===== src/rtl/pulse_ctrl_pkg.sv =====
// Shared definitions for the pulse train controller.
// Holds the controller state enumeration and the default widths used by
// pulse_train_ctrl and its period counter.
//   PW_DEFAULT : default width of the period configuration / period counter
//   CW_DEFAULT : default width of the pulse-count configuration / pulse index
//   state_t    : IDLE -> RUN -> FINISH -> IDLE
package pulse_ctrl_pkg;

  localparam int PW_DEFAULT = 16;
  localparam int CW_DEFAULT = 8;

  typedef enum logic [1:0] {
    ST_IDLE   = 2'd0,
    ST_RUN    = 2'd1,
    ST_FINISH = 2'd2
  } state_t;

endpackage


===== src/rtl/pulse_period_counter.sv =====
// Spacing counter for the pulse train controller.
// Produces a single-cycle tick every 'period' enabled cycles. The tick is
// combinational and arrives one cycle ahead of the registered pulse that the
// controller derives from it.
// Ports:
//   clk    : clock, rising edge
//   rst    : synchronous active-high reset
//   load   : capture 'period' and restart the spacing count
//   enable : count while high; tick is only produced while enabled
//   period : effective spacing in cycles (caller guarantees >= 1)
//   tick   : high in the cycle before the next pulse is due
module pulse_period_counter
  import pulse_ctrl_pkg::*;
#(
  parameter int PW = PW_DEFAULT
) (
  input  logic          clk,
  input  logic          rst,
  input  logic          load,
  input  logic          enable,
  input  logic [PW-1:0] period,
  output logic          tick
);

  logic [PW-1:0] period_q;
  logic [PW-1:0] remain_q;

  // A remaining count of 1 means the next cycle is a pulse cycle. A period
  // of 1 loads 0, which also satisfies the tick condition, so every cycle
  // ticks in that case.
  assign tick = enable && (remain_q <= PW'(1));

  // The first interval is one shorter than the rest because the load cycle
  // itself counts as elapsed time; after each tick the full period is
  // reloaded so the next pulse lands exactly 'period' cycles later.
  always_ff @(posedge clk) begin
    if (rst) begin
      period_q <= '0;
      remain_q <= '0;
    end else if (load) begin
      period_q <= period;
      remain_q <= period - PW'(1);
    end else if (enable) begin
      if (tick) begin
        remain_q <= period_q;
      end else begin
        remain_q <= remain_q - PW'(1);
      end
    end
  end

endmodule


===== src/rtl/pulse_train_ctrl.sv =====
// Pulse train controller.
// On an accepted start it emits a train of single-cycle pulses spaced by the
// configured period, either a fixed number of them or continuously until
// stopped, then strobes done for one cycle.
// Ports:
//   clk        : clock, rising edge
//   rst        : synchronous active-high reset, dominates start/stop
//   start      : launch request, honoured only in IDLE with stop low
//   stop       : abort request, honoured only in RUN
//   cfg_period : pulse spacing in cycles (0 behaves as 1), latched on start
//   cfg_count  : pulses per train (0 = continuous), latched on start
//   busy       : train in progress (registered)
//   done       : single-cycle completion strobe (registered)
//   pulse      : single-cycle periodic pulse (registered)
//   pulse_idx  : zero-based pulse index while pulse=1, else 0
module pulse_train_ctrl
  import pulse_ctrl_pkg::*;
#(
  parameter int PW = PW_DEFAULT,
  parameter int CW = CW_DEFAULT
) (
  input  logic          clk,
  input  logic          rst,
  input  logic          start,
  input  logic          stop,
  input  logic [PW-1:0] cfg_period,
  input  logic [CW-1:0] cfg_count,
  output logic          busy,
  output logic          done,
  output logic          pulse,
  output logic [CW-1:0] pulse_idx
);

  state_t        state, state_nxt;
  logic [CW-1:0] count_q, count_nxt;
  logic [CW-1:0] issued_q, issued_nxt;
  logic          last_q, last_nxt;
  logic          busy_nxt, done_nxt, pulse_nxt;
  logic [CW-1:0] idx_nxt;
  logic          accept;
  logic          tick;
  logic [PW-1:0] eff_period;

  assign eff_period = (cfg_period == '0) ? PW'(1) : cfg_period;

  pulse_period_counter #(
    .PW(PW)
  ) u_period (
    .clk    (clk),
    .rst    (rst),
    .load   (accept),
    .enable (state == ST_RUN),
    .period (eff_period),
    .tick   (tick)
  );

  // Next-state and next-output logic. Outputs are computed here and
  // registered below, so everything the outside world sees is a flop.
  // last_q marks that the pulse currently on the output is the final one of
  // a counted train; the cycle after it is always FINISH, which is also why
  // a stop landing on that same cycle produces only one done.
  always_comb begin
    state_nxt  = state;
    count_nxt  = count_q;
    issued_nxt = issued_q;
    last_nxt   = last_q;
    busy_nxt   = busy;
    done_nxt   = 1'b0;
    pulse_nxt  = 1'b0;
    idx_nxt    = '0;
    accept     = 1'b0;

    unique case (state)
      ST_IDLE: begin
        if (start && !stop) begin
          accept     = 1'b1;
          state_nxt  = ST_RUN;
          busy_nxt   = 1'b1;
          count_nxt  = cfg_count;
          issued_nxt = '0;
          last_nxt   = 1'b0;
          // With a period of one the first pulse coincides with busy rising,
          // before the counter has had a chance to tick.
          if (eff_period == PW'(1)) begin
            pulse_nxt  = 1'b1;
            issued_nxt = CW'(1);
            last_nxt   = (cfg_count == CW'(1));
          end
        end
      end

      ST_RUN: begin
        if ((pulse && last_q) || stop) begin
          state_nxt = ST_FINISH;
          busy_nxt  = 1'b0;
          done_nxt  = 1'b1;
        end else if (tick) begin
          pulse_nxt  = 1'b1;
          idx_nxt    = issued_q;
          issued_nxt = issued_q + CW'(1);
          last_nxt   = (count_q != '0) && (issued_q == count_q - CW'(1));
        end
      end

      ST_FINISH: begin
        state_nxt = ST_IDLE;
        busy_nxt  = 1'b0;
      end

      default: begin
        state_nxt = ST_IDLE;
        busy_nxt  = 1'b0;
      end
    endcase
  end

  // State and output registers. Reset clears everything, including any
  // train in flight, without producing a done strobe.
  always_ff @(posedge clk) begin
    if (rst) begin
      state     <= ST_IDLE;
      count_q   <= '0;
      issued_q  <= '0;
      last_q    <= 1'b0;
      busy      <= 1'b0;
      done      <= 1'b0;
      pulse     <= 1'b0;
      pulse_idx <= '0;
    end else begin
      state     <= state_nxt;
      count_q   <= count_nxt;
      issued_q  <= issued_nxt;
      last_q    <= last_nxt;
      busy      <= busy_nxt;
      done      <= done_nxt;
      pulse     <= pulse_nxt;
      pulse_idx <= idx_nxt;
    end
  end

endmodule

===== config.mk =====
export PLATFORM = sky130hd
export DESIGN_NAME = pulse_train_ctrl
export DESIGN_NICKNAME = d
export VERILOG_FILES = /design/src/rtl/pulse_ctrl_pkg.sv /design/src/rtl/pulse_period_counter.sv /design/src/rtl/pulse_train_ctrl.sv
export SDC_FILE = /design/constraint.sdc
export NUM_CORES = 1
export LEC_CHECK = 0
export BUFFER_PORTS_ARGS = -buffer_cell sky130_fd_sc_hd__buf_2
export CORE_MARGIN = 5
export CORE_UTILIZATION = 50
export DETAILED_ROUTE_END_ITERATION = 16
export GPL_TIMING_DRIVEN = 0
export PLACE_DENSITY = 0.7
export SLEW_MARGIN = 10
export SYNTH_ARGS = -nofsm -noshare
export SYNTH_HDL_FRONTEND = slang
export SYNTH_HIERARCHICAL = 1
export SYNTH_SLANG_ARGS = --single-unit

===== constraint.sdc =====
create_clock -name clk -period 3.2 [get_ports clk]
set_input_delay 0 -clock clk [delete_from_list [all_inputs] [get_ports clk]]
set_output_delay 0 -clock clk [all_outputs]
set_load 0.02 [all_outputs]

### Yosys cells after proc, flatten, opt, wreduce, memory -nomap -nowiden

Cells that the tools add are included.

| cells by class | value |
|---|---|
| $add $sub $neg | 4 |
| magnitude comparators | 1 |
| eq/ne operators | 8 |
| multiplexer cells | 28 |
| bitwise gates (word level) | 2 |
| reductions and logical operators | 16 |

Operator list:

| cell | number |
|---|---|
| $mux W16 | 4 |
| $sub A16 B1 Y16 const B | 2 |
| $mux W8 | 3 |
| $eq A16 B1 Y1 const B | 1 |
| $le A16 B1 Y1 const B | 1 |
| $logic_not A16 Y1 | 1 |
| $pmux W8 S2 | 1 |
| $mux W1 | 14 |
| $add A8 B1 Y8 const B | 1 |
| $eq A8 B1 Y1 const B | 1 |
| $eq A8 B8 Y1 | 1 |
| $ne A2 B2 Y1 const B | 4 |
| $reduce_bool A8 Y1 | 1 |
| $sub A8 B1 Y8 const B | 1 |
| $pmux W1 S2 | 3 |
| $logic_and A1 B1 Y1 | 4 |
| $mux W2 | 2 |
| $pmux W2 S2 | 1 |
| $reduce_and A2 Y1 | 2 |
| $reduce_and A4 Y1 | 1 |
| $reduce_bool A2 Y1 | 2 |
| $reduce_or A4 Y1 | 1 |
| $eq A2 B1 Y1 const B | 1 |
| $logic_not A2 Y1 | 1 |
| 4 further kinds | 5 |

| word-level totals | value |
|---|---|
| register bits | 62 |
| input port bits | 28 |
| output and inout port bits | 11 |

### Longest topological paths before layout

Gate-level depths: netlist of run 1.

| logic depth | value |
|---|---|
| word-level depth | 6 |
| mapped depth | 10 |
| depth with buffers taken out | 10 |

### Modules after synthesis

Netlist of run 1, hierarchy kept.

Modules (own cells, without submodules):

| module | times used | cells an instance | area each (sq um) | seq. area each (sq um) |
|---|---|---|---|---|
| pulse_period_counter | 1 | 257 | 2080.7 | 640.6 |
| pulse_train_ctrl | 1 | 182 | 1438.9 | 580.6 |

### Worst setup path before layout of run 1

No wires, ideal clock.

| path | value |
|---|---|
| kind | flip-flop to flip-flop |
| start point | register state[0] |
| end point | register u_period.period_q[14] |
| setup time | 0.128 ns |
| arrival | 2.632 ns |
| data required time | 3.072 ns |
| setup slack | 0.441 ns |
| stages on the path, launching flop included | 10 |
| buffers on the path | 5 |
| cell sequence | dfxtp_1 or4b_1 buf_2 clkinv_2 clkbuf_1 clkbuf_1 clkbuf_1 clkbuf_1 mux2i_1 nor2_1 |

| on the way | value |
|---|---|
| word-level cells in the longest chain between the ends | 2 |

Ends and longest elaborated chain:

| what | line | RTL |
|---|---|---|
| start: declaration | pulse_train_ctrl.sv:34 | `state_t state, state_nxt;` |
| start signal: assignment | pulse_train_ctrl.sv:130 | `state <= state_nxt;` |
| $logic_not A2 Y1 | pulse_train_ctrl.sv:73 | `unique case (state)` |
| $mux W1 | pulse_train_ctrl.sv:73 |  |
| net accept | pulse_train_ctrl.sv:40 | `logic accept;` |
| end signal: assignment | pulse_period_counter.sv:41 | `period_q <= period;` |
| end: declaration | pulse_period_counter.sv:25 | `logic [PW-1:0] period_q;` |

The timed path passes the listed nets, and every way through them passes these cells.
A chain may end at the register's enable or synchronous reset.

### Final worst setup path of run 1

| path | value |
|---|---|
| start point | register state[0] |
| end point | register u_period.period_q[5] |

The elaborated chain is that of the path after synthesis.

==> results of run 1 <==
logic make-up after synthesis:
| logic type | count (synthesis) | synth area share (%) |
|---|---|---|
| AO/OA/AOI/OAI | 81 | 15.4 |
| XOR/XNOR | 33 | 8.21 |
| adder cells (fa/ha/maj) | 5 | 1.78 |
| buffers and inverters | 55 | 7.00 |
| flip-flops | 61 | 34.7 |
| multiplexers | 18 | 5.12 |
| AND/OR/NAND/NOR | 186 | 27.8 |
Yosys cell counts (all sizes together), types with 2 or more instances:
library cell  count  share of area (%)
o22ai             2               0.36
nor3             26                3.7
a211oi            5                1.1
or3               3               0.57
a2111oi           2               0.50
buf               8                1.7
nand2b           11                2.0
nor4             12                2.1
nor4b             2               0.50
inv              12                1.3
ha                5                1.8
xnor2            15                3.7
nand4             5               0.89
or2               4               0.78
o21ai            12                1.7
o32ai             8                2.2
nand3             9                1.3
dfxtp            61                 35
a31oi             3               0.71
xor2             18                4.5
nand2            28                3.0
nor3b             6                1.3
nor2             55                5.9
a211o             3               0.75
or4b              3               0.96
clkbuf           34                3.9
or4              10                2.4
o31ai             3               0.64
a21oi            30                4.3
a22oi             2               0.43
mux2i            18                5.1
o2111ai           2               0.50
and2              8                1.5
cell type report:
cell class              count  area [sq um]
plain buffers              42           200
clock buffers               9           124
clock inverters             7           105
fillers                   655          2680
inverters                  13          50.0
multi-input cells         323          2060
flip-flops and latches     61          1220
well taps                  96           120
repair buffers             46           270
critical path, stage by stage, from the launching register on:
cell and delay, ns:
dfxtp_1 0.34, or4b_1 0.49, buf_2 0.20, clkinv_2 0.08, clkbuf_1 0.35, clkbuf_1 0.34
clkbuf_2 0.30, clkbuf_2 0.36, mux2i_1 0.23, nor2_1 0.06
registers in the layout (all words and copies together) (netlist names):
name               count
u_period/remain_q     16
issued_q               8
count_q                8
pulse                  1
pulse_idx              8
done                   1
state                  2
last_q                 1
u_period/period_q     16
through the flow:
step / setup slack (ns) / hold WS (ns)
after floorplan: 0.441 / 0.136
after global placement: -0.0190 / 0.257
after detailed placement: -0.0230 / 0.264
after CTS: 0.139 / 0.00609
after global routing: 0.108 / 0.0429
final: 0.332 / 0.0171
worst max path at each step:
stage	to	startpoint	cells after the start	slack, ns
after floorplan	u_period/period_q[14]	state[0]	9	0.44
after global placement	u_period/period_q[1]	state[0]	9	-0.02
after detailed placement	u_period/period_q[2]	state[0]	9	-0.02
after CTS	u_period/period_q[9]	state[0]	9	0.14
after global routing	u_period/period_q[8]	state[0]	9	0.11
final	u_period/period_q[5]	state[0]	9	0.33
timing repair:
action | CTS | global route
resized for setup | 1 | 5
setup endpoints to repair | 10 | 20
endpoints found under the hold margin | 8 | 0
hold buffers | 8 | 0
layer usage:
layer	track usage, %	share of wire, %	wire, um
met1	25.2	43	3810
met2	37.8	51	4500
met3	4.09	5.2	466
met4	7.34	1.5	132
met5	0	0	0
power breakdown:
part,internal (W),switching [W]
Sequential,0.000796,0.0000389
Clock,0.000452,0.000346
Combinational,0.000185,0.000240
Total,0.00143,0.000625
==> flow_summary.ini, run 1 <==
[route]
wirelength_um = 8920
vias = 3289
antenna_left = 0
routedWlPerCell_um = 14.9
dr.pass1.iters = 4
dr.first_iter.drc_count = 105
via_per_inst = 5.51
drcViolationCount = 0

[job]
cap_violations = 0

[power_and_ir_drop]
irDropWorstVdd_mv = 0.300
total_power_w = 0.00206
p_per_area_nw_per_um2 = 495
leakage_nw = 1.61

[sta]
maxSlewHeadroom_pct = 57.0
min_period_over_period_pct = 89.6
fin_crit_ns = 2.87
finalSetupViolCount = 0
rsz0062_at_grt = false
worst_pin_slew_ns = 0.640
max_freq_ghz = 0.349
hold_viol = 0
slew_viol_final = 0
fin_tns_setup_ns = 0
fin_skew_ns = 0.00478

[critical_path]
reg2regPathDepth = 9
r2r-end = u_period/period_q[5]
regToRegSetupSlack_ns = 0.33
required_ns = 3.43
start_kind = flip-flop
path_class = flip-flop to flip-flop
crit_path_max_fanout = 10
rr_startpoint = state[0]
critPathCaptureType = flip-flop
crit_arrival_ns = 3.09

[synthesis]
synth_nets = 472
synth-seq-area-share_pct = 34.7
synth_edf_count = 0
ys.flop_type = dfxtp_1
synth_cell_types = 60
mappedNetlistArea_sq_um = 3520
synthCells = 439
syn_avg_cell_area_sq_um = 8.02
synth.yosys.warnings = 6
synth-seq-cells = 61
ys_async_sr_fraction_pct = 0

[clocking]
clock_path_buffers = 2
postCtsSetupBuffers = 0
numCtsBuffers = 9
cts-root-buf = clkbuf_8
ctsHtreeMaxLevel = 3
clock_sinks = 61
path_clk_slew_ns = 0.08
clkLatencyLatePin_ns = 0.35
cts_tree = built

[worst_hold_path]
worstHoldStart = stop
hold_path_end = state[1]
hold_class = input port to flip-flop
hold_path_depth = 3

[global_routing]
grt_pass1_vias = 3130
grt_max_degree = 14
grt_pass1_wl_um = 14700
antenna_found_initial = 0
grtUsageTotal_pct = 21.2
grt-ovfl-total = 0

[floorplan]
core_area_sq_um = 6830
rows = 30
start_util_pct = 51.5
io_pins = 39
die_area_sq_um = 8820
die_h_um = 93.9
die_w_um = 93.9

[layout]
area_growth_pct = 18.1
fin_nets = 529
postLayoutCellArea_sq_um = 4160
final_common_cell = dfxtp_1
layout_common_cells = dfxtp_1, nor2_1, buf_2, clkbuf_1, a21oi_1
stdcell_count = 597
drive_gt1_share_pct = 16.8
diodes = 0
finish.utilization_pct = 60.8

[placed_design]
dp_cells = 573
placed_area_sq_um = 3830
numPortBuffers = 38
dpl.hpwl_um = 6690
place_congestion = 0.865

[run_status]
outcome = complete, no violations
(Power assumes the default switching activity.)
==> inputs of run 2 (changes only) <==
- CORE_ASPECT_RATIO: unset -> 1.4
- CORE_UTILIZATION: 50 -> 59
- PLACE_DENSITY: 0.7 -> 0.8
==> run 2 against run 1 <==
Net effect: non-clock buffer count stayed put; wire length increased by 4.2%; fmax decreased by 1.5%; sequential share of layout area up 0.61 points; critical path depth unchanged; largest cell class unchanged.
==> flow_summary.ini, run 2 (same netlist as run 1, synthesis figures left out) <==
[floorplan]
die_h_um = 101
io_pins = 39
core_area_sq_um = 5820
rows = 33
start_util_pct = 60.5
die_w_um = 75.3
die_area_sq_um = 7630

[layout]
fin_nets = 529
largestRegisters = u_period/period_q: 16 flops, u_period/remain_q: 16 flops
diodes = 0
area_growth_pct = 15.7
layout_common_cells = dfxtp_1, nor2_1, buf_2, clkbuf_1, a21oi_1
finish.utilization_pct = 69.9
drive_gt1_share_pct = 16.4
final_common_cell = dfxtp_1
stdcell_count = 571

[power_and_ir_drop]
p_per_area_nw_per_um2 = 473
leakage_nw = 1.60
irDropWorstVdd_mv = 0.276

[critical_path]
crit_slowest_cell = or4b_1
rr_startpoint = state[0]
crit_path_max_incr_delay_ns = 0.50
worstSetupStartpoint = state[0]
path_cells = or4b_1 -> buf_2 -> clkinv_2 -> clkbuf_1 -> clkbuf_1 -> clkbuf_2 -> clkbuf_2 -> mux2i_1 -> nor2_1
start_kind = flip-flop
crit_family = buffers and inverters
regToRegSetupSlack_ns = 0.29
reg2regPathDepth = 9
critPathBufInv = 6
crit_arrival_ns = 3.13
path_class = flip-flop to flip-flop
crit_path_max_fanout = 10
required_ns = 3.42
critPathCaptureType = flip-flop
r2r-end = u_period/period_q[1]

[sta]
finalSetupViolCount = 0
hold_viol = 0
slew_viol_final = 0
fin_tns_setup_ns = 0
fin_skew_ns = 0.00929
rsz0062_at_grt = false
max_freq_ghz = 0.343
maxSlewHeadroom_pct = 60.5
worst_pin_slew_ns = 0.588
fin_crit_ns = 2.91
min_period_over_period_pct = 91.0
fin_ws_ns = 0.288

[clocking]
clock_path_buffers = 2
ctsHtreeMaxLevel = 3
clkLatencyLatePin_ns = 0.35
postCtsSetupBuffers = 0
numCtsBuffers = 9
clock_sinks = 61
path_clk_slew_ns = 0.07
cts_tree = built
cts-root-buf = clkbuf_8

[placed_design]
dpl.hpwl_um = 6900
numPortBuffers = 38
place_congestion = 0.954
dp_cells = 547
dp_slack_ns = -0.0341

[global_routing]
grt_pass1_vias = 3380
grt-ovfl-total = 0
antenna_found_initial = 0
grtUsageTotal_pct = 25.9
grt_pass1_wl_um = 15200
grt_max_degree = 12

[route]
wirelength_um = 9290
drcViolationCount = 0
via_per_inst = 5.95
dr.pass1.iters = 4
routedWlPerCell_um = 16.3
antenna_left = 0
dr.first_iter.drc_count = 235
vias = 3399

[job]
cap_violations = 0

[run_status]
outcome = complete, no violations

[worst_hold_path]
hold_path_depth = 3
hold_class = input port to flip-flop
hold_path_end = state[1]
worstHoldStart = stop
==> run 2: cell types whose count changed in the layout (fill, tap and decap cells not counted) <==
| cell | delta |
|---|---|
| inv_6 | -3 |
| clkinv_2 | +4 |
| nor4_2 | -1 |
| nor4b_2 | -1 |
| clkinv_4 | +1 |
| nor4b_1 | +1 |
| inv_8 | -1 |
| nor4_1 | +1 |
| bufinv_16 | -1 |
==> run 2: layout make-up <==
cell class / instances / area [sq um]
Inverter: 13 / 50.0
Multi-Input combinational cell: 323 / 2050
Fill cell: 470 / 1750
Sequential cell: 61 / 1220
Buffer: 42 / 200
Timing Repair Buffer: 46 / 270
Tap cell: 70 / 87.6
Clock inverter: 7 / 66.3
Clock buffer: 9 / 124
==> run 2: power by group <==
part           leakage, nW  switching [W]  total, W  internal [W]
registers            0.497      0.0000379  0.000834      0.000796
clock network       0.0987       0.000309  0.000663      0.000355
logic                 1.00       0.000246  0.000429      0.000184
==> run 2: worst max-delay path by stage <==
stage,to,cells past startpoint
2_1_floorplan,u_period/period_q[14],9
3_3_place_gp,u_period/period_q[0],9
3_5_place_dp,u_period/period_q[5],9
4_1_cts,u_period/period_q[9],9
5_1_grt,u_period/period_q[1],9
6_report,u_period/period_q[1],9
==> run 2: metal layers <==
layer | part of all wire [%] | GRT usage, % | vias to the layer above
met5 | 0 | 0 | -
met4 | 3.8 | 16.4 | 0
met3 | 5.0 | 5.36 | 33
met2 | 54 | 46.4 | 140
met1 | 37 | 26.6 | 1561
li1 | - | - | 1665
==> run 2: per-stage QoR <==
step	hold slack, ns	power [W]	instance area [sq um]
after floorplan	0.136	0.00115	3520
after global placement	0.253	0.00125	3800
after detailed placement	0.261	0.00126	3800
after CTS	0.00310	0.00193	4070
after global routing	0.0513	0.00202	4070
final	0.0172	0.00193	4070
==> run 2: worst register-to-register path, cell delays in order, from the launching register on <==
cell and delay, ns:
dfxtp_1 0.35, or4b_1 0.50, buf_2 0.20, clkinv_2 0.08
clkbuf_1 0.35, clkbuf_1 0.35, clkbuf_2 0.31, clkbuf_2 0.36
mux2i_1 0.25, nor2_1 0.05
==> run 2: timing repair <==
action | 4_1_cts | 5_1_grt
setup endpoints to repair | 10 | 19
hold buffers | 8 | 0
pin swaps | 0 | 0
gates resized for setup | 1 | 3
gates cloned | 0 | 0
endpoints found under the hold margin | 8 | 0
